**config.mk**
```make
export PLATFORM = sky130hd
export DESIGN_NAME = front_panel_ctrl
export DESIGN_NICKNAME = d
export VERILOG_FILES = /design/src/rtl/front_panel_ctrl_pkg.sv /design/src/rtl/front_panel_ctrl_debounce.sv /design/src/rtl/front_panel_ctrl.sv
export SDC_FILE = /design/constraint.sdc
export NUM_CORES = 1
export LEC_CHECK = 0
export ABC_AREA = 1
export CAP_MARGIN = 40
export CORE_MARGIN = 5
export CORE_UTILIZATION = 55
export DETAILED_ROUTE_END_ITERATION = 8
export PLACE_DENSITY_LB_ADDON = 0.3
export SLEW_MARGIN = 15
export SYNTH_ARGS = -nofsm -noshare
export SYNTH_HDL_FRONTEND = slang
export SYNTH_HIERARCHICAL = 1
export SYNTH_SLANG_ARGS = --single-unit
```
**constraint.sdc**
```tcl
create_clock -name clk -period 2.85 [get_ports clk]
set_clock_uncertainty 0.1 [all_clocks]
set_input_delay 0.4275 -clock clk [delete_from_list [all_inputs] [get_ports clk]]
set_output_delay 0.4275 -clock clk [all_outputs]
set_load 0.02 [all_outputs]
```
**src/rtl/front_panel_ctrl_pkg.sv**
```systemverilog
// Shared switch map, switch codes and FSM/command enums for the Altair front-panel controller.
package altair_fp_pkg;

  localparam int unsigned NUM_SW      = 25;
  localparam int unsigned SW_POWER    = 16;
  localparam int unsigned SW_STOP_RUN = 17;
  localparam int unsigned SW_STEP     = 18;
  localparam int unsigned SW_EXAMINE  = 19;
  localparam int unsigned SW_DEPOSIT  = 20;
  localparam int unsigned SW_RESET    = 21;
  localparam int unsigned SW_PROTECT  = 22;
  localparam int unsigned SW_AUX1     = 23;
  localparam int unsigned SW_AUX2     = 24;

  localparam logic [1:0] SW_DOWN      = 2'd0;
  localparam logic [1:0] SW_UP        = 2'd1;
  localparam logic [1:0] SW_TOGGLE_UP = 2'd2;

  typedef enum logic [1:0] {
    ST_IDLE,
    ST_RD_REQ,
    ST_WR_REQ,
    ST_RST_HOLD
  } fp_state_t;

  typedef enum logic [2:0] {
    CMD_NONE,
    CMD_RESET,
    CMD_EXAM,
    CMD_EXAM_NEXT,
    CMD_DEP,
    CMD_DEP_NEXT,
    CMD_STEP
  } cmd_t;

  // A toggle only fires when it leaves the rest position; it must return there to re-arm.
  function automatic logic armed_edge(input logic [1:0] prev, input logic [1:0] cur,
                                      input logic [1:0] code);
    return (prev == SW_DOWN) && (cur == code);
  endfunction

endpackage

```
**src/rtl/front_panel_ctrl_debounce.sv**
```systemverilog
// Per-switch debouncer: a 2-bit switch code is accepted once it has been sampled
// DEBOUNCE_CYCLES times in a row; any change restarts the count.
module switch_debounce #(
  parameter int unsigned DEBOUNCE_CYCLES = 1024,
  parameter logic [1:0]  RESET_VALUE     = 2'd0
) (
  input  logic       clk_i,
  input  logic       rst_i,
  input  logic [1:0] code_i,
  output logic [1:0] code_o
);

  localparam int unsigned    CW       = (DEBOUNCE_CYCLES > 2) ? $clog2(DEBOUNCE_CYCLES - 1) : 1;
  localparam logic [CW-1:0]  CNT_LAST = CW'(DEBOUNCE_CYCLES - 2);

  logic [1:0]    cand_q, cand_d;
  logic [1:0]    out_q, out_d;
  logic [CW-1:0] cnt_q, cnt_d;

  // cnt_q counts repeats after the first sample of a new code, so acceptance lands on sample N.
  always_comb begin
    cand_d = cand_q;
    cnt_d  = cnt_q;
    out_d  = out_q;
    if (code_i != cand_q) begin
      cand_d = code_i;
      cnt_d  = '0;
    end else if (cnt_q != CNT_LAST) begin
      cnt_d = cnt_q + 1'b1;
    end else begin
      out_d = cand_q;
    end
  end

  always_ff @(posedge clk_i or posedge rst_i) begin
    if (rst_i) begin
      cand_q <= RESET_VALUE;
      out_q  <= RESET_VALUE;
      cnt_q  <= '0;
    end else begin
      cand_q <= cand_d;
      out_q  <= out_d;
      cnt_q  <= cnt_d;
    end
  end

  assign code_o = out_q;

endmodule

```
**src/rtl/front_panel_ctrl.sv**
```systemverilog
// Altair front-panel command controller: debounces the panel switches, runs
// EXAMINE/DEPOSIT/STEP/RESET as memory or CPU control actions.
module front_panel_ctrl
  import altair_fp_pkg::*;
#(
  parameter int unsigned DEBOUNCE_CYCLES = 1024,
  parameter int unsigned MEM_TIMEOUT     = 255,
  parameter int unsigned RESET_PULSE     = 16
) (
  input  logic        clk,
  input  logic        reset,
  input  logic [1:0]  switches_status [0:24],
  input  logic        cpu_halted,
  output logic        cpu_run,
  output logic        cpu_step,
  output logic        cpu_reset,
  output logic        mem_req,
  output logic        mem_we,
  output logic [15:0] mem_addr,
  output logic [7:0]  mem_wdata,
  input  logic [7:0]  mem_rdata,
  input  logic        mem_ack,
  output logic [15:0] panel_addr,
  output logic [7:0]  panel_data,
  output logic        busy
);

  localparam int unsigned TMAX = (MEM_TIMEOUT > RESET_PULSE) ? MEM_TIMEOUT : RESET_PULSE;
  localparam int unsigned TW   = $clog2(TMAX + 1);

  logic [1:0]  db [0:NUM_SW-1];
  logic [15:0] sw_word;
  logic        power_on;
  logic        unused_sw;

  for (genvar i = 0; i < NUM_SW; i++) begin : g_sw
    switch_debounce #(
      .DEBOUNCE_CYCLES (DEBOUNCE_CYCLES),
      .RESET_VALUE     ((i == SW_POWER || i == SW_STOP_RUN) ? SW_UP : SW_DOWN)
    ) u_db (
      .clk_i  (clk),
      .rst_i  (reset),
      .code_i (switches_status[i]),
      .code_o (db[i])
    );
  end

  always_comb begin
    for (int unsigned b = 0; b < 16; b++) sw_word[b] = (db[b] == SW_UP);
  end

  assign power_on  = (db[SW_POWER] == SW_UP);
  assign unused_sw = ^{db[SW_PROTECT], db[SW_AUX1], db[SW_AUX2]};

  logic [1:0]  prev_step_q, prev_exam_q, prev_dep_q, prev_rst_q;
  fp_state_t   state_q, state_d;
  logic [TW-1:0] timer_q, timer_d;
  logic [15:0] panel_addr_q, panel_addr_d;
  logic [7:0]  panel_data_q, panel_data_d;
  logic [7:0]  wdata_q, wdata_d;
  logic        rst_pend_q, rst_pend_d;
  logic        step_q, step_d;
  logic        cpu_run_q;
  cmd_t        cmd;

  always_comb begin
    cmd = CMD_NONE;
    if (armed_edge(prev_rst_q, db[SW_RESET], SW_TOGGLE_UP))          cmd = CMD_RESET;
    else if (armed_edge(prev_exam_q, db[SW_EXAMINE], SW_TOGGLE_UP))  cmd = CMD_EXAM;
    else if (armed_edge(prev_exam_q, db[SW_EXAMINE], SW_UP))         cmd = CMD_EXAM_NEXT;
    else if (armed_edge(prev_dep_q, db[SW_DEPOSIT], SW_TOGGLE_UP))   cmd = CMD_DEP;
    else if (armed_edge(prev_dep_q, db[SW_DEPOSIT], SW_UP))          cmd = CMD_DEP_NEXT;
    else if (armed_edge(prev_step_q, db[SW_STEP], SW_TOGGLE_UP))     cmd = CMD_STEP;
  end

  always_comb begin
    state_d      = state_q;
    timer_d      = timer_q;
    panel_addr_d = panel_addr_q;
    panel_data_d = panel_data_q;
    wdata_d      = wdata_q;
    rst_pend_d   = rst_pend_q;
    step_d       = 1'b0;

    unique case (state_q)
      ST_IDLE: begin
        timer_d = '0;
        if (rst_pend_q || cmd == CMD_RESET) begin
          rst_pend_d   = 1'b0;
          panel_addr_d = '0;
          state_d      = ST_RST_HOLD;
        end else if (cpu_halted) begin
          unique case (cmd)
            CMD_EXAM: begin
              panel_addr_d = sw_word;
              state_d      = ST_RD_REQ;
            end
            CMD_EXAM_NEXT: begin
              panel_addr_d = panel_addr_q + 16'd1;
              state_d      = ST_RD_REQ;
            end
            CMD_DEP: begin
              wdata_d = sw_word[7:0];
              state_d = ST_WR_REQ;
            end
            CMD_DEP_NEXT: begin
              panel_addr_d = panel_addr_q + 16'd1;
              wdata_d      = sw_word[7:0];
              state_d      = ST_WR_REQ;
            end
            CMD_STEP: step_d = 1'b1;
            default: ;
          endcase
        end
      end
      ST_RD_REQ, ST_WR_REQ: begin
        if (cmd == CMD_RESET) rst_pend_d = 1'b1;
        if (mem_ack) begin
          panel_data_d = (state_q == ST_RD_REQ) ? mem_rdata : wdata_q;
          state_d      = ST_IDLE;
        end else if (timer_q == TW'(MEM_TIMEOUT - 1)) begin
          panel_data_d = 8'hFF;
          state_d      = ST_IDLE;
        end else begin
          timer_d = timer_q + 1'b1;
        end
      end
      ST_RST_HOLD: begin
        if (cmd == CMD_RESET) rst_pend_d = 1'b1;
        if (timer_q == TW'(RESET_PULSE - 1)) state_d = ST_IDLE;
        else                                 timer_d = timer_q + 1'b1;
      end
      default: state_d = ST_IDLE;
    endcase

    // Power off overrides everything: abort without touching the displayed values.
    if (!power_on) begin
      state_d      = ST_IDLE;
      timer_d      = '0;
      rst_pend_d   = 1'b0;
      step_d       = 1'b0;
      panel_addr_d = panel_addr_q;
      panel_data_d = panel_data_q;
      wdata_d      = wdata_q;
    end
  end

  always_ff @(posedge clk or posedge reset) begin
    if (reset) begin
      state_q      <= ST_IDLE;
      timer_q      <= '0;
      panel_addr_q <= '0;
      panel_data_q <= '0;
      wdata_q      <= '0;
      rst_pend_q   <= 1'b0;
      step_q       <= 1'b0;
      cpu_run_q    <= 1'b0;
      prev_step_q  <= SW_DOWN;
      prev_exam_q  <= SW_DOWN;
      prev_dep_q   <= SW_DOWN;
      prev_rst_q   <= SW_DOWN;
    end else begin
      state_q      <= state_d;
      timer_q      <= timer_d;
      panel_addr_q <= panel_addr_d;
      panel_data_q <= panel_data_d;
      wdata_q      <= wdata_d;
      rst_pend_q   <= rst_pend_d;
      step_q       <= step_d;
      cpu_run_q    <= power_on && (db[SW_STOP_RUN] != SW_UP);
      prev_step_q  <= db[SW_STEP];
      prev_exam_q  <= db[SW_EXAMINE];
      prev_dep_q   <= db[SW_DEPOSIT];
      prev_rst_q   <= db[SW_RESET];
    end
  end

  assign cpu_run    = cpu_run_q;
  assign cpu_step   = step_q;
  assign cpu_reset  = !power_on || (state_q == ST_RST_HOLD);
  assign mem_req    = (state_q == ST_RD_REQ) || (state_q == ST_WR_REQ);
  assign mem_we     = (state_q == ST_WR_REQ);
  assign mem_addr   = panel_addr_q;
  assign mem_wdata  = wdata_q;
  assign panel_addr = panel_addr_q;
  assign panel_data = panel_data_q;
  assign busy       = (state_q != ST_IDLE);

endmodule
```
==> results of run 1 <==
-- stage by stage --
step | instance area [sq um] | power (mW) | setup WS (ns) | hold WS [ns] | std cells
5_1_grt | 24200 | 11.7 | 0.119 | 0.231 | 3560
3_5_place_dp | 22800 | 5.98 | 0.477 | 0.303 | 3485
6_report | 24200 | 11.3 | 0.208 | 0.242 | 3560
2_1_floorplan | 21400 | 5.76 | 0.987 | 0.215 | 2926
3_3_place_gp | 22800 | 5.94 | 0.550 | 0.284 | 3485
4_1_cts | 24200 | 11.4 | 0.159 | 0.206 | 3560
-- state kept, by name, summed over array words and instances (netlist names), 2 cells and up --
register	cells
prev_exam_q	2
prev_step_q	2
g_sw.u_db/cnt_q	220
prev_dep_q	2
panel_data	8
g_sw.u_db/cand_q	44
g_sw.u_db/code_o	44
mem_addr	16
mem_wdata	8
state_q	2
timer_q	8
prev_rst_q	2
-- power breakdown --
part / internal, mW / switching (mW) / total, mW / leakage, nW
combinational: 0.201 / 0.400 / 0.601 / 6.67
sequential: 5.20 / 0.0753 / 5.28 / 4.91
clock: 3.29 / 2.11 / 5.40 / 0.706
total: 8.69 / 2.59 / 11.3 / 12.3
-- critical path: stages, from the launching register on --
cell	delay, ns
dfrtp_1	0.40
inv_1	0.08
ha_1	0.30
inv_1	0.15
clkdlybuf4s50_1	0.65
-- metal layers --
| metal | GRT usage [%] | wire length, um | vias up |
|---|---|---|---|
| li1 | - | - | 9165 |
| met1 | 27.3 | 20400 | 8571 |
| met2 | 37.5 | 22800 | 356 |
| met3 | 3.39 | 1920 | 81 |
| met4 | 7.11 | 1280 | 2 |
| met5 | 0 | 17 | - |
-- cell usage in the layout (no fill, tap or decap), types with 26 or more instances in the layout --
cell             synthesis  routed
a21oi_1                 27      27
clkbuf_16                0      45
clkdlybuf4s50_1          0     109
dfrtp_1                357     357
ha_1                    51      51
inv_1                  411     410
inv_2                   25      26
nand2_1               1087    1087
nand2_2                 26      26
nand3_1                377     377
nor2_1                 142     142
nor2_2                  70      70
nor2_4                  48      48
-- worst max path at each step --
stage,endpoint,slack (ns),cells past startpoint
2_1_floorplan,mem_wdata[2],0.99,10
3_3_place_gp,mem_addr[9],0.55,8
3_5_place_dp,mem_addr[9],0.48,9
4_1_cts,busy,0.16,4
5_1_grt,busy,0.12,4
6_report,busy,0.21,4
-- cell families after synthesis --
| family | Yosys count | share of synthesized area, % |
|---|---|---|
| AO/OA/AOI/OAI | 95 | 3.75 |
| adder cells (fa/ha/maj) | 51 | 2.99 |
| flip-flops | 361 | 42.3 |
| XOR/XNOR | 40 | 1.64 |
| buffers and inverters | 508 | 9.33 |
| AND/OR/NAND/NOR | 1871 | 40.0 |
-- area by class of cell --
| cell class | count | area [sq um] | share of cell area, % |
|---|---|---|---|
| clock buffer | 62 | 1320 | 5.46 |
| clock inverter | 13 | 95.1 | 0.393 |
| tap | 518 | 648 | 2.68 |
| inverter | 438 | 1650 | 6.81 |
| multi-input combinational | 2057 | 10300 | 42.7 |
| timing repair buffer | 111 | 1120 | 4.62 |
| sequential | 361 | 9040 | 37.4 |
==> flow_summary.ini, run 1 <==
[routing]
first_pass_iters = 6
vias_per_cell = 5.11
vias = 18175
drc = 0
wl_um = 46400
routedWlPerCell_um = 13.0
drtIter0Drc = 1007
ant_nets = 0

[grt]
grt_pass1_wl_um = 80000
grt_overflow_total = 0
grt_antenna_before_repair = 1
track_usage_pct = 21.4
grt_pass1_vias = 17771
grt_max_degree = 54

[die]
fp.coreArea_sq_mm = 0.0386
die_x_um = 207
rows = 72
dieArea_sq_mm = 0.0429
start_util_pct = 55.4
io_pins = 116
die_h_um = 207

[finish]
fillers = 3370
insertedDiodeCount = 0
area_delta_synth_final_pct = 13.3
nNetsFinal = 3124
fin_util_pct = 62.8
drive_above_1_share_pct = 9.80

[critical_path]
cp_max_fo = 7
reg2reg_slack_ns = 0.45
cp.required_ns = 2.32
critPathCaptureType = output pin
crit_start = state_q[0]
r2r_end = mem_addr[9]
r2r_start = g_sw[21].u_db/code_o[0]
reg2regPathDepth = 9
cp.arrival_ns = 2.11
start_kind = register
path_class = register to output pin

[sta]
rsz0062_at_grt = no
maxSlewViolCount = 0
finalHoldViolCount = 0
setup_viol = 0
fin_crit_sh_pct = 92.7
setup-tns-final_ns = 0
fmax_mhz = 378
min_period_ns = 2.64
relSlewSlack_pct = 58.0
worstMarginPinSlew_ns = 0.629

[yosys]
synth.most_common_cell = nand2_1
ys_seq_area_share_pct = 42.3
ys_ff_latch = 361
synthesis.nets = 3039
synthesis.area_sq_mm = 0.0214
synthTopCellsByCount = nand2_1 (1087), inv_1 (411), nand3_1 (377)
synth.avg_cell_area_sq_um = 7.30
synth-async-reset-ratio_pct = 100
synth_cell_type_count = 38
syn_inst = 2926
ys_warn_count = 6
synth_area_leaders = dfrtp_1 (42%), nand2_1 (19%), nand3_1 (8.8%)
synth_top_area_share_pct = 41.8
synthFlopType = dfrtp_1
synth_top_area_cell = dfrtp_1
synth_edf_count = 0

[clocking]
cts_setup_buffers = 0
cts.htree.levels = 2
post_cts_resized = 0
hold_buffers = 0
cts_made_buffers = 42
clock-sinks = 361
root_buffer = clkbuf_16
cts.clk_slew.worst_paths_ns = 0.06
clockBufferDepth = 3
cts_tree = built
clock_latency_ns = 0.55

[placement]
gp_congestion = 0.905
io_buffers = 109
dp.final_hpwl_um = 34100

[power_and_ir_drop]
p_per_area_mw_per_mm2 = 466
leakage_nw = 12.3
ir_drop_mv = 0.453

[worst_hold_path]
min_to = g_sw[16].u_db/cand_q[0]
whs_path_depth = 1
hold_path_class = input port to register
min-delay-start = switches_status[16]

[run]
cap_violations = 0

[outcome]
status = finished, final reports clean
No activity file was read; power rests on OpenSTA's default activity.
==> inputs of run 2 (changes only) <==
--- a/config.mk
+++ b/config.mk
@@ -9,7 +9,9 @@
 export CAP_MARGIN = 40
 export CORE_MARGIN = 5
 export CORE_UTILIZATION = 55
+export CTS_CLUSTER_DIAMETER = 40
 export DETAILED_ROUTE_END_ITERATION = 8
+export GPL_TIMING_DRIVEN = 0
 export PLACE_DENSITY_LB_ADDON = 0.3
 export SLEW_MARGIN = 15
 export SYNTH_ARGS = -nofsm -noshare
==> constraint.sdc (replaced) <==
create_clock -name clk -period 2.7 [get_ports clk]
set_clock_uncertainty 0.1 [all_clocks]
set_input_delay 0.405 -clock clk [delete_from_list [all_inputs] [get_ports clk]]
set_output_delay 0.405 -clock clk [all_outputs]
set_load 0.02 [all_outputs]
==> run 2 against run 1 <==
Hold slack worse by 0.049 ns. Non-clock buffer count is 69 higher. Worst setup slack lost 0.10 ns. Register-to-register slack worse by 0.06 ns. Design area rose by 4.2%. Count of clock-buffer cells in the layout up 4. Combinational power up 8.5%. Flip-flop and latch count unchanged.
==> flow_summary.ini, run 2 (synthesis gave the netlist of run 1 again) <==
[outcome]
status = finished, final reports clean

[critical_path]
crit_chain = inv_1 -> ha_1 -> clkdlybuf4s50_1
worstPathBufferInverterCount = 2
cp.required_ns = 2.19
cp_max_fo = 4
critPathCaptureType = output pin
cp_slowest_cell = clkdlybuf4s50_1
slowest_delay_ns = 0.63
path_class = register to output pin
path_delay_family = buffers and inverters
cp.arrival_ns = 2.09
start_kind = register

[sta]
fin_ws_ns = 0.104
finalHoldViolCount = 0
fin_crit_sh_pct = 96.2
min_period_ns = 2.60
holdWs_ns = 0.193
worstMarginPinSlew_ns = 0.695
setup_viol = 0
maxSlewViolCount = 0
relSlewSlack_pct = 53.7
fmax_mhz = 385
rsz0062_at_grt = no

[grt]
grt_overflow_total = 0
grt_pass1_vias = 18302
grt_antenna_before_repair = 1
grt_pass1_wl_um = 81700
track_usage_pct = 21.9
grt_max_degree = 54

[power_and_ir_drop]
p_per_area_mw_per_mm2 = 555
leakage_nw = 12.8
ir_drop_mv = 0.566

[placement]
dp.final_hpwl_um = 34900
io_buffers = 108
place_ws_ns = 0.379
gp_congestion = 0.914

[finish]
final_cell_mix = nand2_1 (1087), inv_1 (410), nand3_1 (377)
nNetsFinal = 3209
area_delta_synth_final_pct = 18.0
largest_reg_flops = 220
largest_register = g_sw.u_db/cnt_q
final_common_cell = nand2_1
drive_above_1_share_pct = 11.4
insertedDiodeCount = 0

[die]
fp.coreArea_sq_mm = 0.0386
rows = 72
start_util_pct = 55.4
die_h_um = 207
die_x_um = 207
dieArea_sq_mm = 0.0429
io_pins = 116

[clocking]
cts_made_buffers = 58
cts.clk_slew.worst_paths_ns = 0.06
clock_latency_ns = 0.59
clock-sinks = 361
clockBufferDepth = 3
cts_tree = built
cts.htree.levels = 2
root_buffer = clkbuf_16

[run]
cap_violations = 0

[routing]
vias_per_cell = 5.02
drtIter0Drc = 1141
first_pass_iters = 6
vias = 18386
ant_nets = 0
wl_um = 47200
routedWlPerCell_um = 12.9
drc = 0

[worst_hold_path]
hold_path_class = input port to register
run 2: cell types whose count changed in the layout (fill, tap and decap cells not counted), sizes merged, moves of 3 or more:
cell,before,now
buf,2,26
bufinv,1,8
clkbuf,62,112
clkdlybuf4s50,109,106
clkinv,11,16
clkinvlp,2,8
inv,437,449
run 2: per-layer routing:
metal,routed length (um),GRT usage [%],vias up
met4,1200,7.02,2
met2,23200,38.1,305
met5,7,0,-
met1,20600,27.3,8622
met3,2120,4.70,80
li1,-,-,9377
run 2: report_power, final:
part / switching, mW / internal (mW) / leakage [nW]
Sequential: 0.0775 / 5.50 / 4.91
Combinational: 0.428 / 0.224 / 6.85
Clock: 2.79 / 4.97 / 0.999
run 2: worst min-delay path, cell delays in order:
cell and delay (ns):
clkbuf_1 0.20, nand4_1 0.14, o21a_1 0.11
run 2: final timing paths:
path	from	endpoint	slack, ns	cells after the start
worst max-delay path	state_q[0]	mem_req	0.10	3
worst min-delay path	mem_ack	panel_data[7]	0.19	3
worst max register to register	state_q[0]	mem_wdata[2]	0.39	10
worst min register to register	g_sw[21].u_db/code_o[0]	prev_rst_q[0]	0.31	0
max in group asynchronous	reset	mem_addr[14]	1.27	4
min in group asynchronous	reset	g_sw[13].u_db/cnt_q[3]	0.51	3
run 2: timing repair:
action / CTS / global route
gates resized for setup: 1 / 0
endpoints found under the hold margin: 124 / 0
endpoints found under the setup margin: 1 / 0
hold buffers: 1 / 0
buffers inserted: 0 / 0
run 2: stage by stage:
| stage | instance area [sq um] | setup TNS (ns) | power [mW] | std cells | util [%] |
|---|---|---|---|---|---|
| floorplan | 21400 | 0 | 6.08 | 2926 | - |
| global placement | 23100 | -85.91 | 6.28 | 3552 | 59.9 |
| detailed placement | 23100 | 0 | 6.32 | 3553 | 59.9 |
| CTS | 25200 | 0 | 14.2 | 3663 | 65.4 |
| global route | 25200 | 0 | 14.5 | 3663 | 65.4 |
| finish | 25200 | 0 | 14.0 | 3663 | 65.4 |
run 2: final cells by class:
type | count | area [sq um]
Fill cell | 3304 | 13400
Multi-Input combinational cell | 2057 | 10300
Sequential cell | 361 | 9040
Inverter | 438 | 1650
Clock buffer | 66 | 1550
Timing Repair Buffer | 110 | 1110
Tap cell | 518 | 648
Clock inverter | 43 | 529
Buffer | 70 | 343
